<file path="src/rtl/mem_stage_pkg.sv">
// Shared types for the MEM pipeline stage.
// This file contains types and constants only and has no logic.
package mem_stage_pkg;

  localparam logic [11:0] SP_RESET = 12'hFFF;

  typedef enum logic [1:0] {
    AS_RESULT     = 2'b00,
    AS_RDATA1     = 2'b01,
    AS_SP         = 2'b10,
    AS_RESULT_ALT = 2'b11
  } addr_sel_e;

  typedef enum logic [1:0] {
    WS_RDATA2 = 2'b00,
    WS_PC     = 2'b01,
    WS_FLAGS  = 2'b10,
    WS_RDATA1 = 2'b11
  } wsrc_sel_e;

  typedef enum logic {
    IDLE   = 1'b0,
    SECOND = 1'b1
  } state_e;

  typedef struct packed {
    logic [15:0] mem_data;
    logic [15:0] result;
    logic        reg_write;
    logic [1:0]  wb_sel;
    logic [2:0]  reg_write_address;
    logic        outport_enable;
    logic        pc_choose;
  } memwb_t;

endpackage

</file>
<file path="src/rtl/memory_stage_stack_pointer.sv">
// Stack pointer register with +/-1 or +/-2 steps; wraps modulo 2^ADDR_W, updates on the next edge.
// No backpressure: inc and dec are one-cycle commands and dec wins if both are set.
module stack_pointer #(
  parameter int              ADDR_W   = 12,
  parameter logic [ADDR_W-1:0] SP_RESET = '1
) (
  input  logic              clk,
  input  logic              reset,
  input  logic              inc,
  input  logic              dec,
  input  logic              two,
  output logic [ADDR_W-1:0] sp,
  output logic [ADDR_W-1:0] sp_m1,
  output logic [ADDR_W-1:0] sp_p1,
  output logic [ADDR_W-1:0] sp_p2
);

  logic [ADDR_W-1:0] step;

  assign step  = two ? ADDR_W'(2) : ADDR_W'(1);
  assign sp_m1 = sp - ADDR_W'(1);
  assign sp_p1 = sp + ADDR_W'(1);
  assign sp_p2 = sp + ADDR_W'(2);

  always_ff @(posedge clk) begin
    if (reset)     sp <= SP_RESET;
    else if (dec)  sp <= sp - step;
    else if (inc)  sp <= sp + step;
  end

endmodule

</file>
<file path="src/rtl/var_reg.sv">
// Generic enabled register with synchronous clear; q updates one cycle after d when en is set.
// No backpressure: en alone decides whether q holds or loads.
module var_reg #(
  parameter int W = 16
) (
  input  logic         clk,
  input  logic         reset,
  input  logic         en,
  input  logic [W-1:0] d,
  output logic [W-1:0] q
);

  always_ff @(posedge clk) begin
    if (reset)   q <= '0;
    else if (en) q <= d;
  end

endmodule

</file>
<file path="src/rtl/memory_stage.sv">
// MEM stage: data-memory access, SP ownership, and 2-word PC push/pop sequencing into MEM/WB (1 or 2 cycles).
// Raises stall_out during the first word of a 2-word op so that EX/MEM holds its contents.
module memory_stage #(
  parameter int                ADDR_W   = 12,
  parameter logic [ADDR_W-1:0] SP_RESET = mem_stage_pkg::SP_RESET
) (
  input  logic              clk,
  input  logic              reset,
  input  logic [15:0]       result,
  input  logic [15:0]       read_data1,
  input  logic [15:0]       read_data2,
  input  logic [31:0]       pc_plus_one,
  input  logic [2:0]        flag_register,
  input  logic              mem_read,
  input  logic              mem_write,
  input  logic              mem_push,
  input  logic              mem_pop,
  input  logic [1:0]        memory_address_select,
  input  logic [1:0]        memory_write_src_select,
  input  logic              pc_choose_memory,
  input  logic              reg_write,
  input  logic [1:0]        wb_sel,
  input  logic [2:0]        reg_write_address,
  input  logic              outport_enable,
  output logic [ADDR_W-1:0] dmem_addr,
  output logic [15:0]       dmem_wdata,
  output logic              dmem_we,
  input  logic [15:0]       dmem_rdata,
  output logic              stall_out,
  output logic [15:0]       mem_data_out,
  output logic [15:0]       result_out,
  output logic              reg_write_out,
  output logic [1:0]        wb_sel_out,
  output logic [2:0]        reg_write_address_out,
  output logic              outport_enable_out,
  output logic              pc_choose_memory_out,
  output logic [31:0]       new_pc_out,
  output logic [2:0]        conditions_from_memory_pop,
  output logic [15:0]       fwd_data
);

  import mem_stage_pkg::*;

  state_e            state;
  logic [ADDR_W-1:0] sp, sp_m1, sp_p1, sp_p2;
  logic              do_push, do_pop, do_write, do_read;
  logic              two_push, two_pop, second, bubble;
  logic [15:0]       hold_lo;
  memwb_t            memwb_d, memwb_q;

  // A higher-priority request masks every lower one raised in the same cycle.
  assign do_push  = mem_push;
  assign do_pop   = mem_pop & ~mem_push;
  assign do_write = mem_write & ~mem_push & ~mem_pop;
  assign do_read  = mem_read & ~mem_push & ~mem_pop & ~mem_write;

  assign two_push  = do_push & (memory_write_src_select == WS_PC);
  assign two_pop   = do_pop & pc_choose_memory;
  assign second    = (state == SECOND);
  assign bubble    = (two_push | two_pop) & ~second;
  assign stall_out = bubble & ~reset;

  always_ff @(posedge clk) begin
    if (reset)       state <= IDLE;
    else if (bubble) state <= SECOND;
    else             state <= IDLE;
  end

  stack_pointer #(.ADDR_W(ADDR_W), .SP_RESET(SP_RESET)) u_sp (
    .clk   (clk),
    .reset (reset),
    .inc   (do_pop & (~two_pop | second)),
    .dec   (do_push & (~two_push | second)),
    .two   (second),
    .sp    (sp),
    .sp_m1 (sp_m1),
    .sp_p1 (sp_p1),
    .sp_p2 (sp_p2)
  );

  always_comb begin
    dmem_addr = result[ADDR_W-1:0];
    if (do_push)     dmem_addr = second ? sp_m1 : sp;
    else if (do_pop) dmem_addr = second ? sp_p2 : sp_p1;
    else begin
      case (addr_sel_e'(memory_address_select))
        AS_RDATA1: dmem_addr = read_data1[ADDR_W-1:0];
        AS_SP:     dmem_addr = sp;
        default:   dmem_addr = result[ADDR_W-1:0];
      endcase
    end
  end

  always_comb begin
    dmem_wdata = read_data2;
    case (wsrc_sel_e'(memory_write_src_select))
      WS_PC:     dmem_wdata = second ? pc_plus_one[15:0] : pc_plus_one[31:16];
      WS_FLAGS:  dmem_wdata = {13'b0, flag_register};
      WS_RDATA1: dmem_wdata = read_data1;
      default:   dmem_wdata = read_data2;
    endcase
  end

  // Gating with reset keeps an abandoned second word out of memory.
  assign dmem_we  = (do_push | do_write) & ~reset;
  assign fwd_data = (mem_read | mem_pop) ? dmem_rdata : result;

  always_comb begin
    memwb_d                   = '0;
    memwb_d.mem_data          = (do_read | do_pop) ? dmem_rdata : 16'h0;
    memwb_d.result            = result;
    memwb_d.reg_write         = reg_write & ~bubble;
    memwb_d.wb_sel            = wb_sel;
    memwb_d.reg_write_address = reg_write_address;
    memwb_d.outport_enable    = outport_enable & ~bubble;
    memwb_d.pc_choose         = pc_choose_memory & ~bubble;
  end

  var_reg #(.W($bits(memwb_t))) u_memwb (
    .clk(clk), .reset(reset), .en(1'b1), .d(memwb_d), .q(memwb_q)
  );

  var_reg #(.W(16)) u_hold_lo (
    .clk(clk), .reset(reset), .en(two_pop & ~second), .d(dmem_rdata), .q(hold_lo)
  );

  var_reg #(.W(32)) u_new_pc (
    .clk(clk), .reset(reset), .en(two_pop & second), .d({dmem_rdata, hold_lo}), .q(new_pc_out)
  );

  var_reg #(.W(3)) u_flags (
    .clk(clk), .reset(reset), .en(do_pop & ~pc_choose_memory & (wb_sel == 2'b11)),
    .d(dmem_rdata[2:0]), .q(conditions_from_memory_pop)
  );

  assign mem_data_out          = memwb_q.mem_data;
  assign result_out            = memwb_q.result;
  assign reg_write_out         = memwb_q.reg_write;
  assign wb_sel_out            = memwb_q.wb_sel;
  assign reg_write_address_out = memwb_q.reg_write_address;
  assign outport_enable_out    = memwb_q.outport_enable;
  assign pc_choose_memory_out  = memwb_q.pc_choose;

endmodule
</file>
<file path="config.mk">
export PLATFORM = sky130hd
export DESIGN_NAME = memory_stage
export DESIGN_NICKNAME = d
export VERILOG_FILES = /design/src/rtl/mem_stage_pkg.sv /design/src/rtl/memory_stage_stack_pointer.sv /design/src/rtl/var_reg.sv /design/src/rtl/memory_stage.sv
export SDC_FILE = /design/constraint.sdc
export NUM_CORES = 1
export LEC_CHECK = 0
export BUFFER_PORTS_ARGS = -buffer_cell sky130_fd_sc_hd__buf_4
export CAP_MARGIN = 5
export CELL_PAD_IN_SITES_DETAIL_PLACEMENT = 0
export CELL_PAD_IN_SITES_GLOBAL_PLACEMENT = 2
export CORE_UTILIZATION = 23
export DETAILED_ROUTE_END_ITERATION = 10
export HOLD_SLACK_MARGIN = 0.06
export MAX_ROUTING_LAYER = met4
export PLACE_DENSITY_LB_ADDON = 0.1
export REMOVE_ABC_BUFFERS = 1
export SYNTH_ARGS = -nofsm -noshare
export SYNTH_HDL_FRONTEND = slang
export SYNTH_SLANG_ARGS = --single-unit
</file>
<file path="constraint.sdc">
create_clock -name clk -period 2.3 [get_ports clk]
set_input_delay 0.23 -clock clk [delete_from_list [all_inputs] [get_ports clk]]
set_output_delay 0.23 -clock clk [all_outputs]
set_load 0.01 [all_outputs]
</file>
==> results of run 1 <==
flip-flops by register name, indices dropped and copies added (netlist names):
name	cells
u_flags.q	3
u_memwb.q	40
u_sp.sp	12
u_new_pc.q	32
second	1
u_hold_lo.q	16
cell families (layout without fill, tap and decap cells):
group           count (synthesis)  after routing
fa+ha+maj                      19             19
xor+xnor                       13             13
buf+inv                        59            343
simple gates                  254            254
mux                            42             42
compound gates                177            177
flops                         104            104
cell type report:
type	count	area [um^2]	share of cell area (%)
sequential	104	2100	24.4
clock buffer	10	239	2.77
multi-input combinational	505	3360	38.9
inverter	13	51.3	0.595
tap	313	392	4.54
clock inverter	6	60.1	0.696
timing repair buffer	314	2430	28.1
what timing repair did:
| action | CTS | global route |
|---|---|---|
| gates resized for setup | 48 | 25 |
| pin swaps | 12 | 14 |
| buffers inserted | 12 | 5 |
| setup endpoints to repair | 12 | 13 |
stage by stage:
stage / setup slack, ns / setup TNS, ns
3_3_place_gp: -0.150 / -0.580
6_report: -0.0939 / -0.155
5_1_grt: -0.192 / -1.12
3_5_place_dp: -0.195 / -0.782
2_1_floorplan: -0.853 / -15.11
4_1_cts: -0.129 / -0.490
final timing paths:
path,slack (ns),from,endpoint
worst min-delay path,0.08,outport_enable,u_memwb.q[1]$_SDFF_PP0_
worst min register to register,0.45,u_hold_lo.q[9]$_SDFFE_PP0P_,u_new_pc.q[9]$_SDFFE_PP0P_
worst max register to register,-0.01,second$_SDFF_PP0_,u_sp.sp[11]$_SDFFE_PP1P_
worst max-delay path,-0.09,second$_SDFF_PP0_,dmem_addr[10]
cells in the final DEF (no fill, tap or decap), types with 3 or more instances in the layout:
cell type / netlist / layout
a21o_1: 3 / 3
a21oi_1: 80 / 78
a22o_1: 14 / 14
a22oi_1: 12 / 12
and2_1: 21 / 21
buf_12: 0 / 4
buf_4: 1 / 305
buf_6: 0 / 5
clkbuf_16: 0 / 9
clkinv_4: 0 / 3
dfxtp_1: 104 / 96
dfxtp_2: 0 / 4
dfxtp_4: 0 / 4
ha_1: 18 / 12
ha_4: 0 / 4
inv_1: 11 / 7
inv_2: 1 / 4
inv_8: 0 / 3
mux2_2: 20 / 20
mux2i_1: 18 / 18
mux4_2: 3 / 3
nand2_1: 140 / 137
nand3_1: 8 / 6
nor2_1: 33 / 27
nor2_2: 1 / 5
nor2b_1: 24 / 24
nor3_1: 6 / 3
nor3_2: 3 / 3
nor3_4: 0 / 3
o211ai_1: 10 / 10
o21a_1: 3 / 3
o21ai_0: 22 / 20
o21ai_1: 6 / 6
o22ai_1: 3 / 3
xnor2_1: 9 / 9
xor2_1: 4 / 4
where the power goes:
part | internal, mW | switching (mW) | leakage, nW
registers | 1.89 | 0.129 | 0.850
logic | 0.931 | 0.887 | 2.73
clock network | 0.794 | 0.759 | 0.149
total | 3.62 | 1.78 | 3.73
worst max-delay path, cell delays in order (launching register included):
cell      delay, ns
dfxtp_4        0.37
buf_12         0.13
mux2_4         0.21
nand3_4        0.08
or2_4          0.27
o31a_1         0.24
o211ai_1       0.22
o221ai_2       0.15
buf_4          0.17
metal layers:
| metal | track usage (%) | share of wire, % | vias up |
|---|---|---|---|
| met2 | 30.8 | 48 | 186 |
| li1 | - | - | 2869 |
| met4 | 5.23 | 1.8 | 0 |
| met1 | 22.3 | 44 | 2750 |
| met3 | 4.33 | 6.0 | 20 |
| met5 | - | 0 | - |
==> flow_metrics.py, run 1 <==
metrics = {
    "synthesis": {
        "synth_cells": 668,
        "synth-main-ff-cell": "dfxtp_1",
        "synthMostInstantiatedCell": "nand2_1",
        "synth_compound_area_share_pct": 20.4,
        "yosys.area.top_type": "dfxtp_1",
        "async_flop_share_pct": 0,
        "netlist-cell-type-count": 61,
        "synth_top_area_share_pct": 38.3,
        "yosys.area_share.simple_pct": 21.4,
        "syn_area_mm2": 0.00544,
        "synth-seq-cells": 104,
        "synth_edf_count": 0,
        "yosysSeqAreaShare_pct": 38.3,
        "yosys-mux-area-fraction_pct": 8.90,
        "synth_fa_ha_area_share_pct": 4.51,
        "synth_xor_area_share_pct": 2.09,
        "ys_top_cells_by_count": "nand2_1, dfxtp_1, a21oi_1, nor2_1",
        "synth_top_family_by_area": "simple AND/OR/NAND/NOR gates",
        "syn_avg_cell_area_um2": 8.15,
        "synth.top_cells.by_area": "dfxtp_1, nand2_1, a21oi_1, ha_1, mux2_2",
        "yosysWarnings": 0,
    },
    "critical_path": {
        "crit_type": "reg -> out",
        "critPathLaunchType": "flip-flop",
        "crit_fanout": 5,
        "reg2reg_depth": 13,
        "worstPathRequired_ns": 2.07,
        "arrival_ns": 2.16,
        "setup.worst_path.end_class": "output port",
    },
    "min_path": {
        "hold_depth": 2,
        "hp-class": "in -> reg",
    },
    "placement": {
        "gp_congestion": 0.823,
        "numPortBuffers": 237,
        "dpl-instance-area_mm2": 0.00792,
        "placedCellCount": 1233,
        "dpl.hpwl_mm": 17.1,
    },
    "finish": {
        "fin_util_pct": 37.6,
        "stdcell_count": 1265,
        "diodes": 0,
        "syn_to_final_growth_pct": 58.5,
        "drive_above_1_share_pct": 42.9,
        "n_fill_cell": 2380,
        "nets": 1083,
        "stdcell_area_mm2": 0.00863,
    },
    "floorplanning": {
        "die_x_um": 156,
        "start_util_pct": 23.8,
        "die_area_mm2": 0.0243,
        "rows": 55,
        "chipHeight_um": 156,
        "core_mm2": 0.0229,
        "ios": 238,
    },
    "timing": {
        "drv_slew": 0,
        "final.setup_skew_ns": 0.00873,
        "rsz0062_at_grt": "true",
        "timing.fmax_mhz": 418,
        "finalHoldViolations": 0,
        "worst_slack_ns": -0.0939,
        "setup_viol": 4,
        "period_share_pct": 104,
        "period_needed_ns": 2.39,
        "tightest_slew_ns": 0.906,
        "slew_headroom_pct": 39.4,
        "worst_hold_slack_ns": 0.0821,
    },
    "global_routing": {
        "grt_pass1_vias": 5627,
        "grt_antenna_before_repair": 0,
        "grt_max_degree": 38,
        "track_usage_pct": 18.5,
        "overflow": 0,
        "grt_pass1_wl_mm": 33.2,
    },
    "cts": {
        "htreeDepth": 3,
        "clock_latency_ns": 0.35,
        "numCtsBuffers": 9,
        "cts.clk_slew.worst_paths_ns": 0.07,
        "cts.path.max_buffers": 2,
        "clkSinkCount": 104,
        "cts_root_buf": "clkbuf_16",
        "cts_tree": "built",
        "cts_hold_buf": 0,
    },
    "route": {
        "vias_per_cell": 4.60,
        "drcViolationCount": 0,
        "dr.pass1.iters": 4,
        "drt_wl_total_mm": 22.4,
        "drtAntennaViolNets": 0,
        "wire_per_inst_um": 17.7,
        "vias": 5825,
        "dr.first_iter.drc_count": 318,
    },
    "power_and_ir_drop": {
        "powerDensity_mw_per_mm2": 625,
        "leakage_nw": 3.73,
        "vdd_drop_max_uv": 374,
        "finalPower_mw": 5.39,
    },
    "run": {
        "max-cap-violations": 0,
    },
    "outcome": {
        "violations": "negative setup slack",
        "status": "finished with violations",
    },
}
Power figures use the tool's default switching activity.
==> run 2: changes to the inputs <==
--- a/config.mk
+++ b/config.mk
@@ -13,7 +13,7 @@
 export DETAILED_ROUTE_END_ITERATION = 10
 export HOLD_SLACK_MARGIN = 0.06
 export MAX_ROUTING_LAYER = met4
-export PLACE_DENSITY_LB_ADDON = 0.1
+export PLACE_DENSITY = 0.74
 export REMOVE_ABC_BUFFERS = 1
 export SYNTH_ARGS = -nofsm -noshare
 export SYNTH_HDL_FRONTEND = slang
==> run 2 against run 1 <==
The flow still finishes with violations (negative setup slack). Combinational power rose by 4%. Count of clock-buffer cells in the layout shrank 1. First-iteration DRC count fell by 17%. Sequential share of layout area down 0.21 points. Maximum frequency up 1.7%. Global-route usage fell by 0.78 points. Critical endpoint is now u_sp.sp[10]$_SDFFE_PP1P_. Highest routed layer unchanged.
==> flow_metrics.py, run 2 (synthesis gave the netlist of run 1 again) <==
metrics = {
    "timing": {
        "period_share_pct": 102,
        "final.setup_skew_ns": 0.0156,
        "rsz0062_at_grt": "true",
        "finalHoldViolations": 0,
        "worst_slack_ns": -0.0533,
        "period_needed_ns": 2.35,
        "timing.fmax_mhz": 425,
        "drv_slew": 0,
        "tightest_slew_ns": 0.978,
        "setup_viol": 5,
        "worst_hold_slack_ns": 0.0815,
        "slew_headroom_pct": 34.6,
    },
    "outcome": {
        "status": "finished with violations",
        "violations": "negative setup slack",
    },
    "finish": {
        "largest_reg_flops": 40,
        "regMostFlops": "u_memwb.q",
        "diodes": 0,
        "top_regs": "u_memwb.q: 40 flops, u_new_pc.q: 32 flops, u_hold_lo.q: 16 flops",
        "nets": 1086,
        "fin_util_pct": 37.9,
        "drive_above_1_share_pct": 43.8,
        "syn_to_final_growth_pct": 59.6,
        "final_cell_mix": "buf_4, nand2_1, dfxtp_1",
        "final_common_cell": "buf_4",
    },
    "run": {
        "max-cap-violations": 0,
    },
    "route": {
        "dr.pass1.iters": 5,
        "vias": 5667,
        "drt_wl_total_mm": 21.4,
        "vias_per_cell": 4.47,
        "wire_per_inst_um": 16.9,
        "drtAntennaViolNets": 0,
        "drcViolationCount": 0,
        "dr.first_iter.drc_count": 265,
    },
    "power_and_ir_drop": {
        "swShare_pct": 33.5,
        "switchingPower_mw": 1.84,
        "powerDensity_mw_per_mm2": 631,
        "clockPowerShare_pct": 28.7,
        "seq_power_share_pct": 36.8,
        "leakage_nw": 3.75,
        "p_comb_share_pct": 34.5,
        "vdd_drop_max_uv": 351,
        "cellInternalPower_mw": 3.65,
        "finalPower_mw": 5.48,
    },
    "critical_path": {
        "max_stage_delay_ns": 0.41,
        "cp_common_cell": "inv_2",
        "setup.worst_path.end_class": "flip-flop",
        "slowest_stage": "fa_2",
        "cp_top_family": "compound AO/OA/AOI/OAI gates",
        "r2r_end": "u_sp.sp[10]$_SDFFE_PP1P_",
        "crit_fanout": 3,
        "crit_chain": "inv_2 > ha_4 > inv_2 > fa_2 > a21oi_4 > o21ai_2 > and4_1 > a211oi_2 > a21oi_2 > nor4_2 > a221oi_2",
        "worstPathRequired_ns": 2.53,
        "ff2ff_setup_slack_ns": -0.05,
        "arrival_ns": 2.58,
        "critPathLaunchType": "flip-flop",
        "worstReg2RegStart": "u_sp.sp[0]$_SDFFE_PP1P_",
        "cp_num_buf_inv": 2,
        "crit_type": "reg -> reg",
        "reg2reg_depth": 11,
    },
    "min_path": {
        "min_to": "u_memwb.q[4]$_SDFF_PP0_",
        "hp-class": "in -> reg",
        "hp-start": "reg_write_address[2]",
        "hold_depth": 2,
    },
    "placement": {
        "dpl.hpwl_mm": 16.2,
        "gp_congestion": 0.818,
        "dp_slack_ns": -0.207,
        "numPortBuffers": 237,
    },
    "cts": {
        "clkSinkCount": 104,
        "cts_tree": "built",
        "numCtsBuffers": 9,
        "cts_root_buf": "clkbuf_16",
        "cts.path.max_buffers": 2,
        "clock_latency_ns": 0.36,
        "cts.clk_slew.worst_paths_ns": 0.08,
        "htreeDepth": 3,
    },
    "floorplanning": {
        "rows": 55,
        "ios": 238,
        "die_x_um": 156,
        "die_area_mm2": 0.0243,
        "start_util_pct": 23.8,
        "chipHeight_um": 156,
        "core_mm2": 0.0229,
    },
    "global_routing": {
        "grt_max_degree": 38,
        "track_usage_pct": 17.8,
        "grt_antenna_before_repair": 0,
        "overflow": 0,
        "grt_pass1_vias": 5498,
        "grt_pass1_wl_mm": 32.0,
    },
}
## run 2: cell types whose count changed in the layout (fill, tap and decap cells not counted), moves of 3 or more
cell | previous run | this run
a21oi_2 | 2 | 5
a21oi_1 | 78 | 74
clkinv_8 | 0 | 3
buf_12 | 4 | 1
o21ai_2 | 1 | 4
## run 2: how the worst max path moves through the flow
stage                               start                       end  slack [ns]  cells after the start
2_1_floorplan           second$_SDFF_PP0_  u_sp.sp[10]$_SDFFE_PP1P_       -0.85                     11
3_3_place_gp   memory_write_src_select[0]  u_sp.sp[10]$_SDFFE_PP1P_       -0.15                     12
3_5_place_dp   memory_write_src_select[0]  u_sp.sp[10]$_SDFFE_PP1P_       -0.21                     12
4_1_cts                 second$_SDFF_PP0_             dmem_addr[10]        -0.1                      8
5_1_grt                 second$_SDFF_PP0_             dmem_addr[10]       -0.17                      8
6_report          u_sp.sp[0]$_SDFFE_PP1P_  u_sp.sp[10]$_SDFFE_PP1P_       -0.05                     11
## run 2: metrics by stage
| stage | setup TNS, ns | cell area (um^2) | cells |
|---|---|---|---|
| 2_1_floorplan | -15.11 | 5250 | 622 |
| 3_3_place_gp | -0.484 | 7940 | 1240 |
| 3_5_place_dp | -0.786 | 7940 | 1240 |
| 4_1_cts | -0.334 | 8420 | 1261 |
| 5_1_grt | -0.965 | 8690 | 1268 |
| 6_report | -0.187 | 8690 | 1268 |
## run 2: per-layer routing
metal | wire length [um] | up-vias | track usage, %
met5 | 0 | - | -
met4 | 111 | 0 | 3.22
met3 | 1020 | 7 | 2.94
met2 | 10600 | 141 | 30.0
met1 | 9630 | 2640 | 22.3
li1 | - | 2879 | -
## run 2: what timing repair did
action	CTS	global route
pin swaps	11	20
setup buffers	3	9
gates resized for setup	37	47
hold endpoints to repair	2	0
setup endpoints to repair	14	14
hold buffers	2	0
## run 2: final cells by class
class / instances / area [um^2]
clock buffer: 9 / 225
sequential: 104 / 2100
timing repair buffer: 317 / 2420
inverter: 13 / 51.3
fill: 2383 / 14200
clock inverter: 7 / 87.6
tap: 313 / 392
multi-input combinational: 505 / 3410
## run 2: power groups by stage
| stage | clock network, mW | registers [mW] | logic [mW] |
|---|---|---|---|
| after floorplan | 0 | 2.04 | 0.763 |
| after global placement | 0 | 2.04 | 1.69 |
| final | 1.58 | 2.02 | 1.89 |
| after CTS | 1.63 | 2.01 | 1.76 |
| after detailed placement | 0 | 2.04 | 1.69 |
| after global routing | 1.71 | 2.03 | 2.06 |
==> run 3: changes to the inputs <==
--- a/config.mk
+++ b/config.mk
@@ -9,11 +9,11 @@
 export CAP_MARGIN = 5
 export CELL_PAD_IN_SITES_DETAIL_PLACEMENT = 0
 export CELL_PAD_IN_SITES_GLOBAL_PLACEMENT = 2
-export CORE_UTILIZATION = 23
+export CORE_UTILIZATION = 26
 export DETAILED_ROUTE_END_ITERATION = 10
 export HOLD_SLACK_MARGIN = 0.06
 export MAX_ROUTING_LAYER = met4
-export PLACE_DENSITY = 0.74
+export PLACE_DENSITY = 0.79
 export REMOVE_ABC_BUFFERS = 1
 export SYNTH_ARGS = -nofsm -noshare
 export SYNTH_HDL_FRONTEND = slang
==> constraint.sdc (replaced) <==
create_clock -name clk -period 2.6 [get_ports clk]
set_input_delay 0.26 -clock clk [delete_from_list [all_inputs] [get_ports clk]]
set_output_delay 0.26 -clock clk [all_outputs]
set_load 0.01 [all_outputs]
==> run 3 against run 2 <==
The run now ends clean. Sequential share of layout area increased by 2.0 points. Power down 17%. Utilization increased by 1.5 points. Critical path depth decreased by 1. Hold slack improved by 0.021 ns. Die area fell by 11%. Clock skew down 0.0069 ns. Highest routed layer unchanged. Critical endpoint is now dmem_addr[6]. Count of clock-buffer cells in the layout is the same. Global-route usage increased by 1.2 points. Worst setup slack better by 0.12 ns. First-iteration DRC count up 4.2%. Combinational power fell by 28%.
==> flow_metrics.py, run 3 (synthesis gave the netlist of run 1 again) <==
metrics = {
    "outcome": {
        "status": "finished, final reports clean",
    },
    "timing": {
        "tightest_slew_ns": 0.991,
        "period_share_pct": 97.5,
        "final.setup_skew_ns": 0.00868,
        "rsz0062_at_grt": "true",
        "fin_setup_tns_ns": 0,
        "period_needed_ns": 2.53,
        "timing.fmax_mhz": 395,
        "slew_headroom_pct": 33.7,
        "finalHoldViolations": 0,
        "setup_viol": 0,
        "drv_slew": 0,
        "worst_slack_ns": 0.0662,
    },
    "route": {
        "drt_wl_total_mm": 19.9,
        "wire_per_inst_um": 16.9,
        "vias": 5541,
        "drcViolationCount": 0,
        "dr.first_iter.drc_count": 276,
        "drtAntennaViolNets": 0,
        "vias_per_cell": 4.70,
        "dr.pass1.iters": 4,
    },
    "finish": {
        "n_fill_cell": 2152,
        "regArea_mm2": 0.00210,
        "final_common_cell": "buf_4",
        "diodes": 0,
        "regMostFlops": "u_memwb.q",
        "syn_to_final_growth_pct": 47.3,
        "fin_util_pct": 39.4,
        "largest_reg_flops": 40,
        "stdcell_area_mm2": 0.00802,
        "final_cell_mix": "buf_4, nand2_1, dfxtp_1",
        "nets": 1040,
        "multi_input_area_mm2": 0.00317,
        "top_regs": "u_memwb.q: 40 flops, u_new_pc.q: 32 flops, u_hold_lo.q: 16 flops",
        "drive_above_1_share_pct": 37.0,
    },
    "placement": {
        "dp_slack_ns": 0.0523,
        "gp_congestion": 0.866,
        "numPortBuffers": 237,
        "dpl-instance-area_mm2": 0.00764,
        "dpl.hpwl_mm": 15.2,
    },
    "floorplanning": {
        "die_area_mm2": 0.0215,
        "core_mm2": 0.0204,
        "ios": 238,
        "rows": 52,
        "die_x_um": 147,
        "start_util_pct": 26.7,
        "chipHeight_um": 147,
    },
    "cts": {
        "cts_tree": "built",
        "htreeDepth": 3,
        "postCtsSetupRepairBufs": 0,
        "cts_hold_buf": 0,
        "clock_latency_ns": 0.36,
        "numCtsBuffers": 9,
        "cts_root_buf": "clkbuf_16",
        "clkSinkCount": 104,
        "cts.path.max_buffers": 2,
        "cts.clk_slew.worst_paths_ns": 0.08,
    },
    "global_routing": {
        "overflow": 0,
        "grt_max_degree": 35,
        "grt_pass1_wl_mm": 30.7,
        "grt_pass1_vias": 5280,
        "track_usage_pct": 19.0,
        "grt_antenna_before_repair": 0,
    },
    "critical_path": {
        "critPathLaunchType": "flip-flop",
        "cp_num_buf_inv": 2,
        "crit_fanout": 6,
        "slowest_stage": "dfxtp_4",
        "crit_chain": "inv_2 > ha_1 > nand2_1 > nor3_4 > nand2_1 > nor3_2 > o21ai_0 > o31ai_2 > o21ai_1 > buf_4",
        "cp_common_cell": "nand2_1",
        "crit_type": "reg -> out",
        "worstPathRequired_ns": 2.34,
        "setup.worst_path.end_class": "output port",
        "max_stage_delay_ns": 0.37,
        "arrival_ns": 2.27,
        "cp_top_family": "simple AND/OR/NAND/NOR gates",
    },
    "power_and_ir_drop": {
        "powerDensity_mw_per_mm2": 567,
        "leakage_nw": 3.47,
        "vdd_drop_max_uv": 328,
    },
    "run": {
        "max-cap-violations": 0,
    },
    "min_path": {
        "hp-class": "in -> reg",
    },
}
[run 3: metal layers]
layer  track usage (%)  vias up  wire (um)  part of all wire (%)
met4              4.79        0        307                   1.5
li1                  -     2791          -                     -
met5                 -        -          0                     0
met2              31.4      167       9630                    48
met1              23.7     2563       8880                    45
met3              3.47       20       1070                   5.4
[run 3: path summary, 6_finish.rpt]
| path | start | end | slack (ns) | cells after the start |
|---|---|---|---|---|
| min | outport_enable | u_memwb.q[1]$_SDFF_PP0_ | 0.10 | 2 |
| max reg2reg | second$_SDFF_PP0_ | u_sp.sp[10]$_SDFFE_PP1P_ | 0.18 | 11 |
| min reg2reg | u_hold_lo.q[14]$_SDFFE_PP0P_ | u_new_pc.q[14]$_SDFFE_PP0P_ | 0.45 | 2 |
| max | u_sp.sp[1]$_SDFFE_PP1P_ | dmem_addr[6] | 0.07 | 10 |
[run 3: report_power, final]
group	leakage, nW	switching (mW)	total, mW	internal (mW)
combinational	2.47	0.691	1.37	0.681
sequential	0.850	0.114	1.79	1.67
clock	0.149	0.693	1.38	0.691
[run 3: what timing repair did]
action                                 4_1_cts  5_1_grt
pin swaps                                    0        2
setup endpoints to repair                    5        8
resized for setup                            3       19
endpoints found under the hold margin        0        0
[run 3: final cells by class]
class	count	area share, %
well taps	270	4.21
multi-input cells	505	39.6
repair buffers	271	25.7
flip-flops and latches	104	26.1
inverters	13	0.609
clock inverters	7	0.952
clock buffers	9	2.81
[run 3: stage by stage]
stage          hold WS [ns]  cells  power [mW]
6_report              0.102   1179        4.54
5_1_grt              0.0874   1179        4.81
4_1_cts              0.0824   1179        4.58
3_5_place_dp          0.447   1163        3.17
3_3_place_gp          0.441   1163        3.18
2_1_floorplan         0.327    622        2.48
[run 3: worst reg2reg max path, stage by stage (launching register included)]
cell and delay, ns:
dfxtp_1 0.31, inv_1 0.16, ha_1 0.21, inv_1 0.06, fa_1 0.40, a21oi_1 0.19
o21ai_1 0.11, and4_1 0.22, a211oi_2 0.26, a21oi_1 0.13, nor4_1 0.18, a221oi_1 0.07
